[src/rtl/disk_sd_scheduler.sv]
// Arbitrates SD-card block transfers between a floppy track loader and HDD
// sector requests. A floppy track is loaded as SECS_PER_TRACK consecutive
// blocks into a track buffer; HDD requests move one block each.
module disk_sd_scheduler #(
  parameter int SECS_PER_TRACK = 13,
  parameter int TRACK_W        = 6
) (
  input  logic               clk_sys,
  input  logic               reset_n,
  input  logic [TRACK_W-1:0] fdd_track,
  input  logic               fdd_mounted,
  input  logic               fdd_remount,
  input  logic [15:0]        hdd_sector,
  input  logic               hdd_read,
  input  logic               hdd_write,
  input  logic               sd_ack,
  output logic [31:0]        sd_lba,
  output logic               sd_rd,
  output logic               sd_wr,
  output logic               sd_dev,
  output logic [3:0]         fdd_sec,
  output logic               fdd_loaded,
  output logic               cpu_wait
);

  typedef enum logic [2:0] {IDLE, FDD_REQ, FDD_XFER, HDD_REQ, HDD_XFER} state_e;
  typedef enum logic {GNT_FDD = 1'b0, GNT_HDD = 1'b1} grant_e;

  localparam logic [3:0] LAST_SEC = 4'(SECS_PER_TRACK - 1);

  state_e               state_q, state_d;
  grant_e               last_grant_q, last_grant_d;
  logic [31:0]          sd_lba_q, sd_lba_d;
  logic                 sd_rd_q, sd_rd_d;
  logic                 sd_wr_q, sd_wr_d;
  logic                 sd_dev_q, sd_dev_d;
  logic [3:0]           fdd_sec_q, fdd_sec_d;
  logic                 fdd_loaded_q, fdd_loaded_d;
  logic                 cpu_wait_q, cpu_wait_d;
  logic                 rd_pend_q, rd_pend_d;
  logic                 wr_pend_q, wr_pend_d;
  logic                 reload_q, reload_d;
  logic [TRACK_W-1:0]   cur_track_q, cur_track_d;
  logic                 ack_q;

  logic ack_rise, ack_fall, fdd_pend, hdd_pend;
  logic grant_fdd, grant_hdd, clr_rd, clr_wr;

  // Next-state, arbitration and output register inputs
  always_comb begin
    state_d      = state_q;
    last_grant_d = last_grant_q;
    sd_lba_d     = sd_lba_q;
    sd_rd_d      = sd_rd_q;
    sd_wr_d      = sd_wr_q;
    sd_dev_d     = sd_dev_q;
    fdd_sec_d    = fdd_sec_q;
    fdd_loaded_d = fdd_loaded_q;
    cur_track_d  = cur_track_q;
    clr_rd       = 1'b0;
    clr_wr       = 1'b0;

    ack_rise  = sd_ack & ~ack_q;
    ack_fall  = ~sd_ack & ack_q;
    fdd_pend  = fdd_mounted & ((cur_track_q != fdd_track) | reload_q);
    hdd_pend  = rd_pend_q | wr_pend_q;
    grant_fdd = (state_q == IDLE) & fdd_pend & (~hdd_pend | (last_grant_q == GNT_HDD));
    grant_hdd = (state_q == IDLE) & hdd_pend & (~fdd_pend | (last_grant_q == GNT_FDD));

    case (state_q)
      IDLE: begin
        if (grant_fdd) begin
          cur_track_d  = fdd_track;
          fdd_sec_d    = '0;
          sd_lba_d     = 32'(fdd_track) * 32'(SECS_PER_TRACK);
          sd_dev_d     = 1'b0;
          sd_rd_d      = 1'b1;
          sd_wr_d      = 1'b0;
          last_grant_d = GNT_FDD;
          state_d      = FDD_REQ;
        end else if (grant_hdd) begin
          sd_lba_d     = {16'b0, hdd_sector};
          sd_dev_d     = 1'b1;
          sd_rd_d      = rd_pend_q;
          sd_wr_d      = ~rd_pend_q;
          last_grant_d = GNT_HDD;
          state_d      = HDD_REQ;
        end
      end
      FDD_REQ: begin
        if (ack_rise) begin
          sd_rd_d = 1'b0;
          state_d = FDD_XFER;
        end
      end
      FDD_XFER: begin
        if (ack_fall) begin
          if ((fdd_sec_q == LAST_SEC) || !fdd_mounted) begin
            state_d = IDLE;
            if ((fdd_sec_q == LAST_SEC) && fdd_mounted) fdd_loaded_d = 1'b1;
          end else begin
            fdd_sec_d = fdd_sec_q + 4'd1;
            sd_lba_d  = sd_lba_q + 32'd1;
            sd_rd_d   = 1'b1;
            state_d   = FDD_REQ;
          end
        end
      end
      HDD_REQ: begin
        if (ack_rise) begin
          // the strobe still high identifies which pending bit was serviced
          clr_rd  = sd_rd_q;
          clr_wr  = sd_wr_q;
          sd_rd_d = 1'b0;
          sd_wr_d = 1'b0;
          state_d = HDD_XFER;
        end
      end
      HDD_XFER: begin
        if (ack_fall) state_d = IDLE;
      end
      default: state_d = IDLE;
    endcase

    // a new request pulse wins over a same-cycle clear
    rd_pend_d = (rd_pend_q & ~clr_rd) | hdd_read;
    wr_pend_d = (wr_pend_q & ~clr_wr) | hdd_write;
    reload_d  = (reload_q & ~grant_fdd) | fdd_remount;

    // a completed load whose track has since moved must not claim validity
    if ((fdd_track != cur_track_q) || fdd_remount || grant_fdd) fdd_loaded_d = 1'b0;

    cpu_wait_d = (state_d != IDLE);
  end

  // State and output registers
  always_ff @(posedge clk_sys or negedge reset_n) begin
    if (!reset_n) begin
      state_q      <= IDLE;
      last_grant_q <= GNT_HDD;
      sd_lba_q     <= '0;
      sd_rd_q      <= 1'b0;
      sd_wr_q      <= 1'b0;
      sd_dev_q     <= 1'b0;
      fdd_sec_q    <= '0;
      fdd_loaded_q <= 1'b0;
      cpu_wait_q   <= 1'b0;
      rd_pend_q    <= 1'b0;
      wr_pend_q    <= 1'b0;
      reload_q     <= 1'b1;
      cur_track_q  <= '0;
      ack_q        <= 1'b0;
    end else begin
      state_q      <= state_d;
      last_grant_q <= last_grant_d;
      sd_lba_q     <= sd_lba_d;
      sd_rd_q      <= sd_rd_d;
      sd_wr_q      <= sd_wr_d;
      sd_dev_q     <= sd_dev_d;
      fdd_sec_q    <= fdd_sec_d;
      fdd_loaded_q <= fdd_loaded_d;
      cpu_wait_q   <= cpu_wait_d;
      rd_pend_q    <= rd_pend_d;
      wr_pend_q    <= wr_pend_d;
      reload_q     <= reload_d;
      cur_track_q  <= cur_track_d;
      ack_q        <= sd_ack;
    end
  end

  assign sd_lba     = sd_lba_q;
  assign sd_rd      = sd_rd_q;
  assign sd_wr      = sd_wr_q;
  assign sd_dev     = sd_dev_q;
  assign fdd_sec    = fdd_sec_q;
  assign fdd_loaded = fdd_loaded_q;
  assign cpu_wait   = cpu_wait_q;

endmodule

[config.mk]
export PLATFORM = sky130hd
export DESIGN_NAME = disk_sd_scheduler
export DESIGN_NICKNAME = d
export VERILOG_FILES = /design/src/rtl/disk_sd_scheduler.sv
export SDC_FILE = /design/constraint.sdc
export NUM_CORES = 1
export LEC_CHECK = 0
export CAP_MARGIN = 5
export CORE_ASPECT_RATIO = 0.9
export CORE_UTILIZATION = 57
export DETAILED_ROUTE_END_ITERATION = 8
export PLACE_DENSITY_LB_ADDON = 0.1
export SETUP_SLACK_MARGIN = 0.2
export SLEW_MARGIN = 20
export SYNTH_ARGS = -nofsm -noshare
export SYNTH_HDL_FRONTEND = slang
export SYNTH_SLANG_ARGS = --single-unit
[constraint.sdc]
create_clock -name clk_sys -period 4.5 [get_ports clk_sys]
set_clock_uncertainty 0.05 [all_clocks]
set_input_delay 0.675 -clock clk_sys [delete_from_list [all_inputs] [get_ports clk_sys]]
set_output_delay 0.675 -clock clk_sys [all_outputs]
set_load 0.05 [all_outputs]
==> flow_summary.json <==
{
  "status": "completed",
  "syn_nets": 474,
  "fp.dieH_um": 78.6,
  "ir_drop_uv": 413,
  "grt_overflow": 0,
  "synth_edf_count": 0,
  "routed-via-count": 3599,
  "cts_tree": "built",
  "syn_inst": 423,
  "core_sq_um": 6220,
  "gp_congestion": 0.881,
  "synthFlopType": "dfrtp_1",
  "final_util_pct": 73.3,
  "reg2regPathDepth": 4,
  "wl_um": 9870,
  "clk_latency_ns": 0.31,
  "fin_crit_ns": 3.48,
  "stdcell_count": 568,
  "htree_num_levels": 2,
  "yosys.area.top_type": "dfrtp_1",
  "path_cells": "clkdlybuf4s50_1 > ha_1 > inv_1 > fa_1 > inv_1 > ha_1 > o21ai_0 > or4b_2 > o21ai_0 > o21ai_0 > a211oi_1",
  "cpPeakStageDelay_ns": 0.63,
  "area_growth_pct": 22.5,
  "antenna_found_initial": 0,
  "fin_crit_sh_pct": 77.2,
  "finalHoldViolations": 0,
  "setup_slack_ns": 1.02,
  "cts_root_buf": "clkbuf_8",
  "maxCapViolCount": 0,
  "endpoint": "sd_lba[8]",
  "cp_slowest_cell": "or4b_2",
  "reg2reg_slack_ns": 1.60,
  "postCtsSetupRepairBufs": 0,
  "routedWlPerCell_um": 17.4,
  "crit_top_cell": "o21ai_0",
  "dp_slack_ns": 0.735,
  "grt_max_degree": 56,
  "clock_path_buffers": 2,
  "dr.first_iter.drc_count": 353,
  "rsz0062_at_grt": "no",
  "grt_usage_pct": 30.4,
  "slew_headroom_pct": 34.3,
  "crit_arrival_ns": 3.65,
  "end_kind": "flip-flop",
  "grt_pass1_vias": 3296,
  "clock-sinks": 55,
  "worstMarginPinSlew_ns": 0.982,
  "synth_area_per_cell_sq_um": 8.79,
  "place_inst": 560,
  "leakage_nw": 1.87,
  "crit_fanout": 5,
  "fp-row-count": 27,
  "synth_cell_types": 64,
  "synthTopCellsByArea": "dfrtp_1 (36%), ha_1 (6.4%), nand2_1 (4.1%), nor2_1 (3.7%), a21oi_1 (2.8%)",
  "crit_required_ns": 4.68,
  "yosysWarnings": 0,
  "setup.worst_path.start": "fdd_track[2]",
  "first_pass_iters": 7,
  "crit_type": "primary input to flip-flop",
  "drtAntennaViolNets": 0,
  "layout_commonest_cell": "clkdlybuf4s50_1",
  "final_nets": 531,
  "chipWidth_um": 87.1,
  "fmax_mhz": 288,
  "async_flop_share_pct": 100,
  "start_util_pct": 59.8,
  "synth.top_cell.area_share_pct": 35.7,
  "crit-reg2reg-launch": "state_q[0]",
  "io_pins": 70,
  "seq_area_frac_synth_pct": 37.1,
  "mappedNetlistArea_sq_um": 3720,
  "cts-resized-gates": 0,
  "fin_setup_tns_ns": 0,
  "ctsHoldBuffers": 0,
  "layout_common_cells": "clkdlybuf4s50_1 (68), dfrtp_1 (53), nand2_1 (41)",
  "power_density_nw_per_um2": 559,
  "clkTransAtPathRegs_ns": 0.10,
  "diodes": 0,
  "grt_pass1_wl_um": 16100,
  "synth-seq-cells": 55,
  "io_buffers": 69,
  "report.final.slew_viol_count": 0,
  "drc_errors": 0,
  "dpl.hpwl_um": 7080,
  "cts_buffers": 5,
  "r2r-end": "sd_lba[30]",
  "layout-drive-gt1-share_pct": 7.90,
  "via_per_inst": 6.34,
  "whs_ns": 0.433,
  "crit_path_start_kind": "primary input",
  "die_area_sq_um": 6850,
  "holdCritPathClass": "primary input to asynchronous set/reset pin",
  "setup_viol": 0
}
power breakdown:
group          leakage, nW  internal, mW  switching [mW]
clock               0.0412         0.109           0.166
combinational         1.15         0.524           0.910
sequential           0.683         0.639           0.197
total                 1.87          1.27            1.27
registers in the layout (all words and copies together), names as in the netlist, 3 cells and up:
register,cells
fdd_sec,4
sd_lba,32
cur_track_q,6
state_q,3
cells in the mapped netlist (3+ instances only):
cell type	n
xor2_1	7
ha_1	19
o31ai_1	4
and4_1	3
nand2b_1	7
nand3_1	15
buf_2	6
a221oi_1	3
o21ai_0	17
nor4_1	12
mux2i_1	5
a211oi_1	6
inv_1	20
nor3_1	11
mux2_2	3
dfrtp_1	53
clkbuf_1	18
o311ai_0	3
a311oi_1	4
and3_1	10
xnor2_1	8
fa_1	3
nand4_1	5
a21o_1	7
nor2_1	37
o22ai_1	3
or4_1	4
or3_1	3
a21oi_1	21
o211ai_1	7
nand2_1	41
a41oi_1	3
a31o_2	4
o41ai_1	3
a31oi_1	11
layout make-up:
cell class	instances	area, sq um
inverter	20	75.1
clock buffer	6	72.6
clock inverter	2	12.5
fill	510	1660
multi-input combinational	321	2160
tap	87	109
timing repair buffer	77	746
sequential	55	1380
critical path: cells and delay by family:
| kind | cells | cell delay (ns) |
|---|---|---|
| adders and majority gates | 3 | 1.17 |
| AOI/OAI and AO/OA | 4 | 0.57 |
| buffers and inverters | 3 | 0.61 |
| and+or+nand+nor | 1 | 0.63 |
metrics by stage:
step | area (sq um) | total power [mW]
2_1_floorplan | 3720 | 1.80
3_3_place_gp | 4470 | 2.22
3_5_place_dp | 4470 | 2.25
4_1_cts | 4550 | 2.53
5_1_grt | 4550 | 2.69
6_report | 4550 | 2.55
kinds of logic after synthesis:
family	Yosys count	share of synthesized area, %
compound gates	112	21.0
buf+inv	47	5.05
simple gates	164	23.0
mux	8	2.26
xor+xnor	15	3.53
flops	55	37.1
fa+ha+maj	22	8.01
worst min-delay path by stage:
stage,start,slack (ns),endpoint,cells past startpoint
global placement,cur_track_q[0],0.43,cur_track_q[0],2
finish,reset_n,0.43,cpu_wait,2
detailed placement,cur_track_q[2],0.43,cur_track_q[2],2
CTS,cur_track_q[2],0.46,cur_track_q[2],2
floorplan,reset_n,0.33,ack_q,0
global route,cur_track_q[2],0.48,cur_track_q[2],2
metal layers:
metal  global-route usage, %  wire length, um  vias to the layer above
met3                    5.78              733                       16
li1                        -                -                     1686
met5                       0                0                        -
met1                    41.8             4430                     1736
met2                    49.3             4560                      161
met4                    7.70              138                        0
Note: power is estimated with default switching activity, not from simulation.
